## src/rtl/la_vskid_pkg.sv

```systemverilog
// Shared types for the la_vskid elastic register slice.
// Optional build macro LA_VSKID_ZERO_EN is consumed by la_vskid.sv.
package la_vskid_pkg;

    localparam int unsigned StateW = 2;

    typedef enum logic [StateW-1:0] {
        StEmpty = 2'b00,
        StBusy  = 2'b01,
        StFull  = 2'b10
    } state_e;

endpackage

```

## src/rtl/la_vskid_reg.sv

```systemverilog
// N-bit storage register with load enable and synchronous active-low clear.
// PROP names the custom cell flavour; the generic model maps every flavour to plain flops.
module la_vskid_reg #(
    parameter int unsigned N    = 1,
    parameter string       PROP = "DEFAULT"
) (
    input  logic         clk_i,
    input  logic         clr_ni,
    input  logic         en_i,
    input  logic [N-1:0] d_i,
    output logic [N-1:0] q_o
);

    logic [N-1:0] q_q;

    if (PROP == "DEFAULT") begin : g_generic
        always_ff @(posedge clk_i) begin
            if (!clr_ni) begin
                q_q <= '0;
            end else if (en_i) begin
                q_q <= d_i;
            end
        end
    end else begin : g_prop
        // Library-specific cell flavours share the generic flop behaviour.
        always_ff @(posedge clk_i) begin
            if (!clr_ni) begin
                q_q <= '0;
            end else if (en_i) begin
                q_q <= d_i;
            end
        end
    end

    assign q_o = q_q;

endmodule

```

## src/rtl/la_vskid.sv

```systemverilog
// Two-entry valid/ready skid buffer with fully registered outputs.
// Define LA_VSKID_ZERO_EN to force out_data to zero whenever out_valid is low.
module la_vskid
    import la_vskid_pkg::*;
#(
    parameter int unsigned N    = 1,
    parameter string       PROP = "DEFAULT"
) (
    input  logic         clk,
    input  logic         nreset,
    input  logic         flush,
    input  logic         in_valid,
    output logic         in_ready,
    input  logic [N-1:0] in_data,
    output logic         out_valid,
    input  logic         out_ready,
    output logic [N-1:0] out_data
);

    state_e       state_q, state_d;
    logic         in_ready_q, in_ready_d;
    logic         out_valid_q, out_valid_d;
    logic         in_fire, out_fire;
    logic         main_en, skid_en, main_clr_n;
    logic [N-1:0] main_d, main_q, skid_q;

    assign in_fire  = in_valid & in_ready_q;
    assign out_fire = out_valid_q & out_ready;

    always_comb begin
        state_d = state_q;
        main_en = 1'b0;
        skid_en = 1'b0;
        main_d  = in_data;
        if (flush) begin
            state_d = StEmpty;
        end else begin
            case (state_q)
                StEmpty: begin
                    if (in_fire) begin
                        main_en = 1'b1;
                        state_d = StBusy;
                    end
                end
                StBusy: begin
                    if (in_fire && out_fire) begin
                        main_en = 1'b1;
                    end else if (in_fire) begin
                        skid_en = 1'b1;
                        state_d = StFull;
                    end else if (out_fire) begin
                        state_d = StEmpty;
                    end
                end
                StFull: begin
                    if (out_fire) begin
                        main_en = 1'b1;
                        main_d  = skid_q;
                        state_d = StBusy;
                    end
                end
                default: state_d = StEmpty;
            endcase
        end
        in_ready_d  = (state_d != StFull);
        out_valid_d = (state_d != StEmpty);
    end

`ifdef LA_VSKID_ZERO_EN
    // Clear main on every transition into empty so the fan-out stays quiet.
    assign main_clr_n = nreset & (state_d != StEmpty);
`else
    assign main_clr_n = nreset;
`endif

    always_ff @(posedge clk) begin
        if (!nreset) begin
            state_q     <= StEmpty;
            in_ready_q  <= 1'b0;
            out_valid_q <= 1'b0;
        end else begin
            state_q     <= state_d;
            in_ready_q  <= in_ready_d;
            out_valid_q <= out_valid_d;
        end
    end

    la_vskid_reg #(
        .N    (N),
        .PROP (PROP)
    ) u_main (
        .clk_i  (clk),
        .clr_ni (main_clr_n),
        .en_i   (main_en),
        .d_i    (main_d),
        .q_o    (main_q)
    );

    la_vskid_reg #(
        .N    (N),
        .PROP (PROP)
    ) u_skid (
        .clk_i  (clk),
        .clr_ni (nreset),
        .en_i   (skid_en),
        .d_i    (in_data),
        .q_o    (skid_q)
    );

    assign in_ready  = in_ready_q;
    assign out_valid = out_valid_q;
    assign out_data  = main_q;

endmodule

```

## config.mk

```make
export PLATFORM = sky130hd
export DESIGN_NAME = la_vskid
export DESIGN_NICKNAME = d
export VERILOG_FILES = /design/src/rtl/la_vskid_pkg.sv /design/src/rtl/la_vskid_reg.sv /design/src/rtl/la_vskid.sv
export SDC_FILE = /design/constraint.sdc
export NUM_CORES = 1
export LEC_CHECK = 0
export BUFFER_PORTS_ARGS = -buffer_cell sky130_fd_sc_hd__buf_2
export CAP_MARGIN = 10
export CORE_AREA = 4 4 41 43
export DETAILED_ROUTE_END_ITERATION = 10
export DIE_AREA = 0 0 45 47
export PLACE_DENSITY = 0.49
export SKIP_LAST_GASP = 1
export SYNTH_ARGS = -nofsm -noshare
export SYNTH_HDL_FRONTEND = slang
export SYNTH_SLANG_ARGS = --single-unit
```

## constraint.sdc

```tcl
create_clock -name clk -period 2 [get_ports clk]
set_clock_uncertainty 0.15 [all_clocks]
set_input_delay 0.4 -clock clk [delete_from_list [all_inputs] [get_ports clk]]
set_output_delay 0.4 -clock clk [all_outputs]
set_load 0.1 [all_outputs]
```

-- After elaboration in Yosys (flattened, before gate mapping)
Index checks and enable logic that the tools add are counted.
- bits in registers: 6
- muxes and demuxes: 18
- eq/ne operators: 3
- bitwise logic cells: 2
- reduce and logical (&&, ||, !) cells: 3
- operators by type and width (operator ; number):
    2-bit two-way mux ; 6
    1-bit two-way mux ; 10
    2-bit one-hot mux with 3 select lines ; 1
    1-bit one-hot mux with 3 select lines ; 1
    1-bit AND ; 2
    2-bit by 1-bit equality test with 1-bit output (second input constant) ; 1
    2-bit equality test (second input constant) ; 1
    2-bit logical NOT ; 1
    2-bit inequality test (second input constant) ; 1
    2-bit nonzero test ; 1
    1-bit logical AND ; 1

-- Logic depth before layout (Yosys ltp)
Gate-level depths: netlist of run 1.
- depth in word-level cells: 7
- gate-level depth with buffers: 4
- mapped depth without buffers: 4

-- Modules after synthesis
From an unflattened synthesis of run 1, not the netlist that was laid out.
- cells, all modules: 30
- area total of the unflattened synthesis: 304.0 um^2
- by module, submodules not included (module ; area each (um^2) ; cells each ; instances):
    la_vskid ; 231.5 ; 24 ; 1
    la_vskid_reg ; 36.3 ; 3 ; 2

-- Worst setup path after synthesis of run 1
OpenSTA, ideal clock, no wires.
- path type: register to register
- start: reg in_ready_q, in the netlist in_ready
- end: reg u_skid.q_q, in the netlist u_skid.q_o
- path buffers: 0
- data arrival time: 1.964 ns
- stages on the path, launching flop included: 5
- clock period less this slack: 2.229 ns
- path slack: -0.229 ns
- setup time: 0.115 ns
- cell sequence: dfxtp_1 > nand2_1 > nor4_4 > mux2_1 > and2_1
- word-level cells in the longest chain between the ends: 5
- elaborated cells between the ends (all ways): 6
- those cells by class: mux (4); bitwise (1); reduce/logical (1)
- ends and longest elaborated chain (item ; RTL line ; source):
    start, declared ; la_vskid.sv:21 ; logic in_ready_q, in_ready_d;
    start signal, assigned ; la_vskid.sv:83 ; in_ready_q <= in_ready_d;
    1-bit AND * ; la_vskid.sv:27 ; assign in_fire = in_valid & in_ready_q;
    1-bit two-way mux or 1-bit logical AND (tied branches) ; la_vskid.sv:48, la_vskid.sv:46 ;
    1-bit two-way mux * ; la_vskid.sv:46 ; if (in_fire && out_fire) begin
    1-bit two-way mux * ; la_vskid.sv:38 ; case (state_q)
    1-bit two-way mux * ; la_vskid.sv:35 ; if (flush) begin
    end signal, assigned ; la_vskid_reg.sv:21 ; q_q <= d_i;
    end, declared ; la_vskid_reg.sv:14 ; logic [N-1:0] q_q;
Mark *: on every way between the ends. The rest lies on a longest branch, timed or not.
A chain may end at the register's enable or synchronous reset.

-- Worst setup path in the final report of run 1
- start: reg out_valid_q, in the netlist out_valid
- end: out out_valid
- RTL lines (item ; RTL line ; source):
    start, declared ; la_vskid.sv:22 ; logic out_valid_q, out_valid_d;
    start signal, assigned ; la_vskid.sv:84 ; out_valid_q <= out_valid_d;
    end, declared ; la_vskid.sv:15 ; output logic out_valid,
No word-level cell between the ends.

==> results of run 1 <==
-- per-stage QoR --
stage               hold WS (ns)  instance area, um^2  util [%]  setup slack [ns]  cells
floorplan                  0.368                  310         -            0.0162     33
global placement           0.299                  369      28.4             0.314     56
detailed placement         0.304                  369      28.4             0.310     56
CTS                        0.267                  392      30.1             0.369     59
global route               0.268                  392      30.1             0.338     59
finish                     0.268                  392      30.1             0.374     59
-- registers in the layout, summed over array words and instances (netlist names) --
register    count
out_valid       1
u_main.q_o      1
state_q         2
in_ready        1
u_skid.q_o      1
-- routing by layer --
layer | routed length [um] | part of all wire [%]
met1 | 282 | 49
met5 | 0 | 0
met2 | 210 | 36
met3 | 53 | 9.1
met4 | 33 | 5.7
-- cell families after synthesis --
kind of cell,after synthesis
flip-flops,6
AO/OA/AOI/OAI,7
AND/OR/NAND/NOR,15
buffers and inverters,1
multiplexers,4
-- placed cells by master, fill, tap and decap left out, types with 2 or more instances in the layout --
cell	n
dfxtp_1	5
a21oi_1	2
nor2_1	5
clkbuf_4	3
nand2_1	4
mux2_1	2
mux2i_1	2
buf_2	8
-- power breakdown --
part           internal [mW]  switching (mW)  leakage (nW)  total, mW
clock network         0.0678          0.0435        0.0138      0.111
registers              0.124         0.00267        0.0490      0.127
logic                 0.0139          0.0329         0.105     0.0468
-- worst max path at each step --
stage	end	start
floorplan	u_skid.q_o	out_valid
global placement	u_skid.q_o	out_ready
detailed placement	u_skid.q_o	out_ready
CTS	out_valid	out_valid
global route	out_valid	out_valid
finish	out_valid	out_valid
-- cell type report --
cell class	instances	area, um^2	area share, %
clock buffers	3	22.5	5.75
multi-input cells	26	185	47.3
flip-flops and latches	6	121	31.0
repair buffers	8	40.0	10.2
inverters	1	3.75	0.958
well taps	15	18.8	4.79
==> results.tsv, run 1 <==
metric	value	unit
met1 usage	9.34	%
RSZ-0062 raised after global routing	false	
grt met3 use	3.45	%
Synth Area in Simple Gates	28.7	%
Final nets	52	
Worst Setup End Kind	output pin	
Slowest-stage cell, CP	buf_2	
endpoints failing hold	0	
PortBufs	8	
Crit path largest cell delay	0.45	ns
total die area	2120	um^2
sink of the worst hold path	in_ready	
Iter 0 DRT Violations	6	
H-tree depth	1	
worst hold start	nreset	
Crit path depth	1	
Primary FF master, synth	dfxtp_1	
HP Class	in -> reg	
overall power	0.285	mW
Max FO, Critical Path	4	
Final min period	1.63	ns
grt peak-use layer	met1	
post-synthesis compound-gate area fraction	17.4	%
adder-cell share of the synthesized area	0	%
worst reg-to-reg setup slack	0.44	ns
largest net degree at the start of global routing	8	
Least-Margin Pin Slew	0.485	ns
list of most frequent post-synthesis cells	dfxtp_1, nor2_1, nand2_1	
residual DRC count	0	
post-synthesis mux area share	13.8	%
CTS tree	done	
peak supply drop	0.000233	V
Ports	9	
worst path bufs/invs	1	
Slew Limit Fails	0	
GP Congestion	0.654	
final setup violation count	0	
DIE WIDTH	45	um
Worst-path clk slew	0.04	ns
arrival time worst endpoint	1.08	ns
Clock Latency Late Sink	0.25	ns
total CTS buffers	3	
worst reg2reg endpoint	u_skid.q_o	
pwr/cell area	727	nW/um^2
Initial Utilization	23.7	%
setup bufs post-CTS	0	
register area share after synthesis	38.9	%
hold_buf cts	0	
Core Region	1300	um^2
top-area cell type share of the netlist area	38.9	%
setup TNS	0	ns
R2R cell count	4	
Die Ht	47	um
Final Cycle Share	81.3	%
DR vias	275	
layout cells sized above 1	31.8	%
post_cts resized	0	
grt ovf	0	
Leak	0.168	nW
Post-synth EDFFs	0	
Netlist cell types	18	
max_cap viols	0	
largest cells by area after synthesis	dfxtp_1, mux2_1, nor4_4	
cell breakdown of the critical path	buf_2	
clock sinks	6	
area leader, netlist	dfxtp_1	
Yosys warning count	0	
f_max	615	MHz
CP top delay family	buffers and inverters	
met2 usage	9.32	%
Synth Area in XOR/XNOR	0	%
critical path required time	1.45	ns
Reg2Reg Launch Point	state_q[0]	
Post-Syn Instances	33	
max_slew headroom	67.9	%
GRT Total Usage	7.75	%
flops & latches, synth	6	
Max Buffers Root-to-Sink	2	
hold depth	2	
Std-Cell Rows	13	
Mean Syn Cell Area	9.37	um^2
ANT nets after route	0	
antenna violations before repair	0	
most common cell in the netlist	dfxtp_1	
vias in the first global route	266	
WL per Instance	9.83	um
Area Growth Syn to Fin	26.7	%
HPWL after DPL	458	um
first-pass iteration count of the detailed router	4	
synthesized net count	39	
worst setup path class	reg -> out	
Vias per Instance	4.66	
Post-Syn Area	309	um^2
ys async rst share	0	%
largest family of logic cells by synthesized area	simple AND/OR/NAND/NOR gates	
root buf cell	clkbuf_4	
Layout fillers	148	
drt total wl	580	um
ant diodes	0	
crit path launch type	register	
first-pass GRT wire length	1.10	mm
status	complete, no violations	
Power figures use the tool's default switching activity.
==> inputs of run 2 (changes only) <==
--- a/config.mk
+++ b/config.mk
@@ -10,7 +10,7 @@
 export CORE_AREA = 4 4 41 43
 export DETAILED_ROUTE_END_ITERATION = 10
 export DIE_AREA = 0 0 45 47
-export PLACE_DENSITY = 0.49
+export PLACE_DENSITY = 0.51
 export SKIP_LAST_GASP = 1
 export SYNTH_ARGS = -nofsm -noshare
 export SYNTH_HDL_FRONTEND = slang
==> constraint.sdc (replaced) <==
create_clock -name clk -period 1.3 [get_ports clk]
set_clock_uncertainty 0.15 [all_clocks]
set_input_delay 0.26 -clock clk [delete_from_list [all_inputs] [get_ports clk]]
set_output_delay 0.26 -clock clk [all_outputs]
set_load 0.1 [all_outputs]
==> results.tsv, run 2 (synthesis results as in run 1) <==
metric	value	unit	change
antenna violations before repair	0		unchanged
Min Hold Slack	0.138	ns	was 0.268 ns
ANT nets after route	0		unchanged
worst setup path class	reg -> reg		was reg -> out
most frequent cells in the layout	buf_4, buf_2, nor2_1		was buf_2, nor2_1, dfxtp_1, nand2_1, clkbuf_4
residual DRC count	0		unchanged
Leak	0.245	nW	was 0.168 nW
total die area	2120	um^2	unchanged
Final Non-Filler Cells	68		was 59
drt total wl	675	um	was 580 um
endpoints failing hold	0		unchanged
peak supply drop	0.000407	V	was 0.000233 V
HPWL after DPL	524	um	was 458 um
layout cells sized above 1	66.0	%	was 31.8%
critical path required time	1.29	ns	was 1.45 ns
largest net degree at the start of global routing	6		was 8
Max Buffers Root-to-Sink	2		unchanged
Clock Latency Late Sink	0.24	ns	was 0.25 ns
final setup violation count	2		was 0
Vias per Instance	4.41		was 4.66
commonest non-fill, non-tap cell in the layout	buf_4		was buf_2
Ports	9		unchanged
arrival time worst endpoint	1.39	ns	was 1.08 ns
total CTS buffers	3		unchanged
Iter 0 DRT Violations	5		was 6
Std-Cell Rows	13		unchanged
CTS tree	done		unchanged
status	finished, violations left		was complete, no violations
max reg flops	2		unchanged
final core utilization	43.0	%	was 30.1%
setup bufs post-CTS	0		unchanged
worst path bufs/invs	0		was 1
Place WS	-0.253	ns	was 0.310 ns
placed cells	65		was 56
Final WS setup	-0.101	ns	was 0.374 ns
PortBufs	8		unchanged
f_max	714	MHz	
pwr/cell area	857	nW/um^2	was 727 nW/um^2
Layout fillers	145		was 148
max_cap viols	0		unchanged
Worst Setup End Kind	register		was output pin
ant diodes	0		unchanged
Least-Margin Pin Slew	0.209	ns	was 0.485 ns
CP top delay family	flip-flops		was buffers and inverters
Final min period	1.40	ns	
Reg with most FFs	state_q		unchanged
area occupied by multi-input gates	219	um^2	was 185 um^2
WL per Instance	9.93	um	was 9.83 um
grt ovf	0		unchanged
DR vias	300		was 275
failing checks	setup timing		
max_slew headroom	85.7	%	was 67.9%
RSZ-0062 raised after global routing	true		was false
DIE WIDTH	45	um	unchanged
GP Congestion	0.718		was 0.654
Slew Limit Fails	0		unchanged
Worst-path clk slew	0.04	ns	about the same
Max FO, Critical Path	2		was 4
Slowest-stage cell, CP	dfxtp_2		was buf_2
Die Ht	47	um	unchanged
clock sinks	6		unchanged
Crit path largest cell delay	0.32	ns	was 0.45 ns
Final nets	61		was 52
GRT Total Usage	7.98	%	was 7.75%
root buf cell	clkbuf_4		unchanged
H-tree depth	1		unchanged
register area	131	um^2	was 121 um^2
crit path launch type	register		unchanged
Final Cycle Share	108	%	
first-pass iteration count of the detailed router	4		unchanged
Core Region	1300	um^2	unchanged
first-pass GRT wire length	1.16	mm	was 1.10 mm
setup TNS	-0.189	ns	was 0 ns
Area Growth Syn to Fin	81.0	%	was 26.7%
vias in the first global route	305		was 266
cell breakdown of the critical path	a21bo_4, nor4_4, mux2_4, and2_1		was buf_2
Initial Utilization	23.7	%	unchanged
HP Class	in -> reg		unchanged
-- run 2: report_power, final --
part,internal [mW],total (mW),switching (mW),leakage [nW]
sequential,0.189,0.194,0.00487,0.0515
clock,0.104,0.170,0.0660,0.0138
combinational,0.0548,0.115,0.0603,0.180
-- run 2: stage by stage --
stage,instance area [um^2],total power [mW]
global route,559,0.505
CTS,524,0.478
global placement,497,0.304
finish,559,0.479
detailed placement,497,0.303
floorplan,325,0.251
-- run 2: worst paths after layout --
kind / endpoint / cells after the start / slack [ns] / from
hold / removal: in_ready / 2 / 0.14 / nreset
setup reg to reg: u_skid.q_o / 4 / -0.10 / state_q[0]
setup / recovery: u_skid.q_o / 4 / -0.10 / state_q[0]
hold reg to reg: u_main.q_o / 2 / 0.33 / u_main.q_o
-- run 2: repair_timing --
item	4_1_cts	5_1_grt
hold buffers	0	0
setup endpoints to repair	3	6
gates resized for setup	2	10
pin swaps	4	5
-- run 2: layout make-up --
| type | instances | area share (%) |
|---|---|---|
| multi-input cells | 26 | 39.1 |
| flip-flops and latches | 6 | 23.5 |
| well taps | 15 | 3.36 |
| inverters | 1 | 0.671 |
| clock buffers | 3 | 4.03 |
| repair buffers | 17 | 29.3 |
-- run 2: routing by layer --
layer	routed length, um	vias up	track usage, %
met1	324	132	8.88
met2	296	8	11.6
met3	26	3	2.30
li1	-	157	-
met5	0	-	0
met4	27	0	8.77
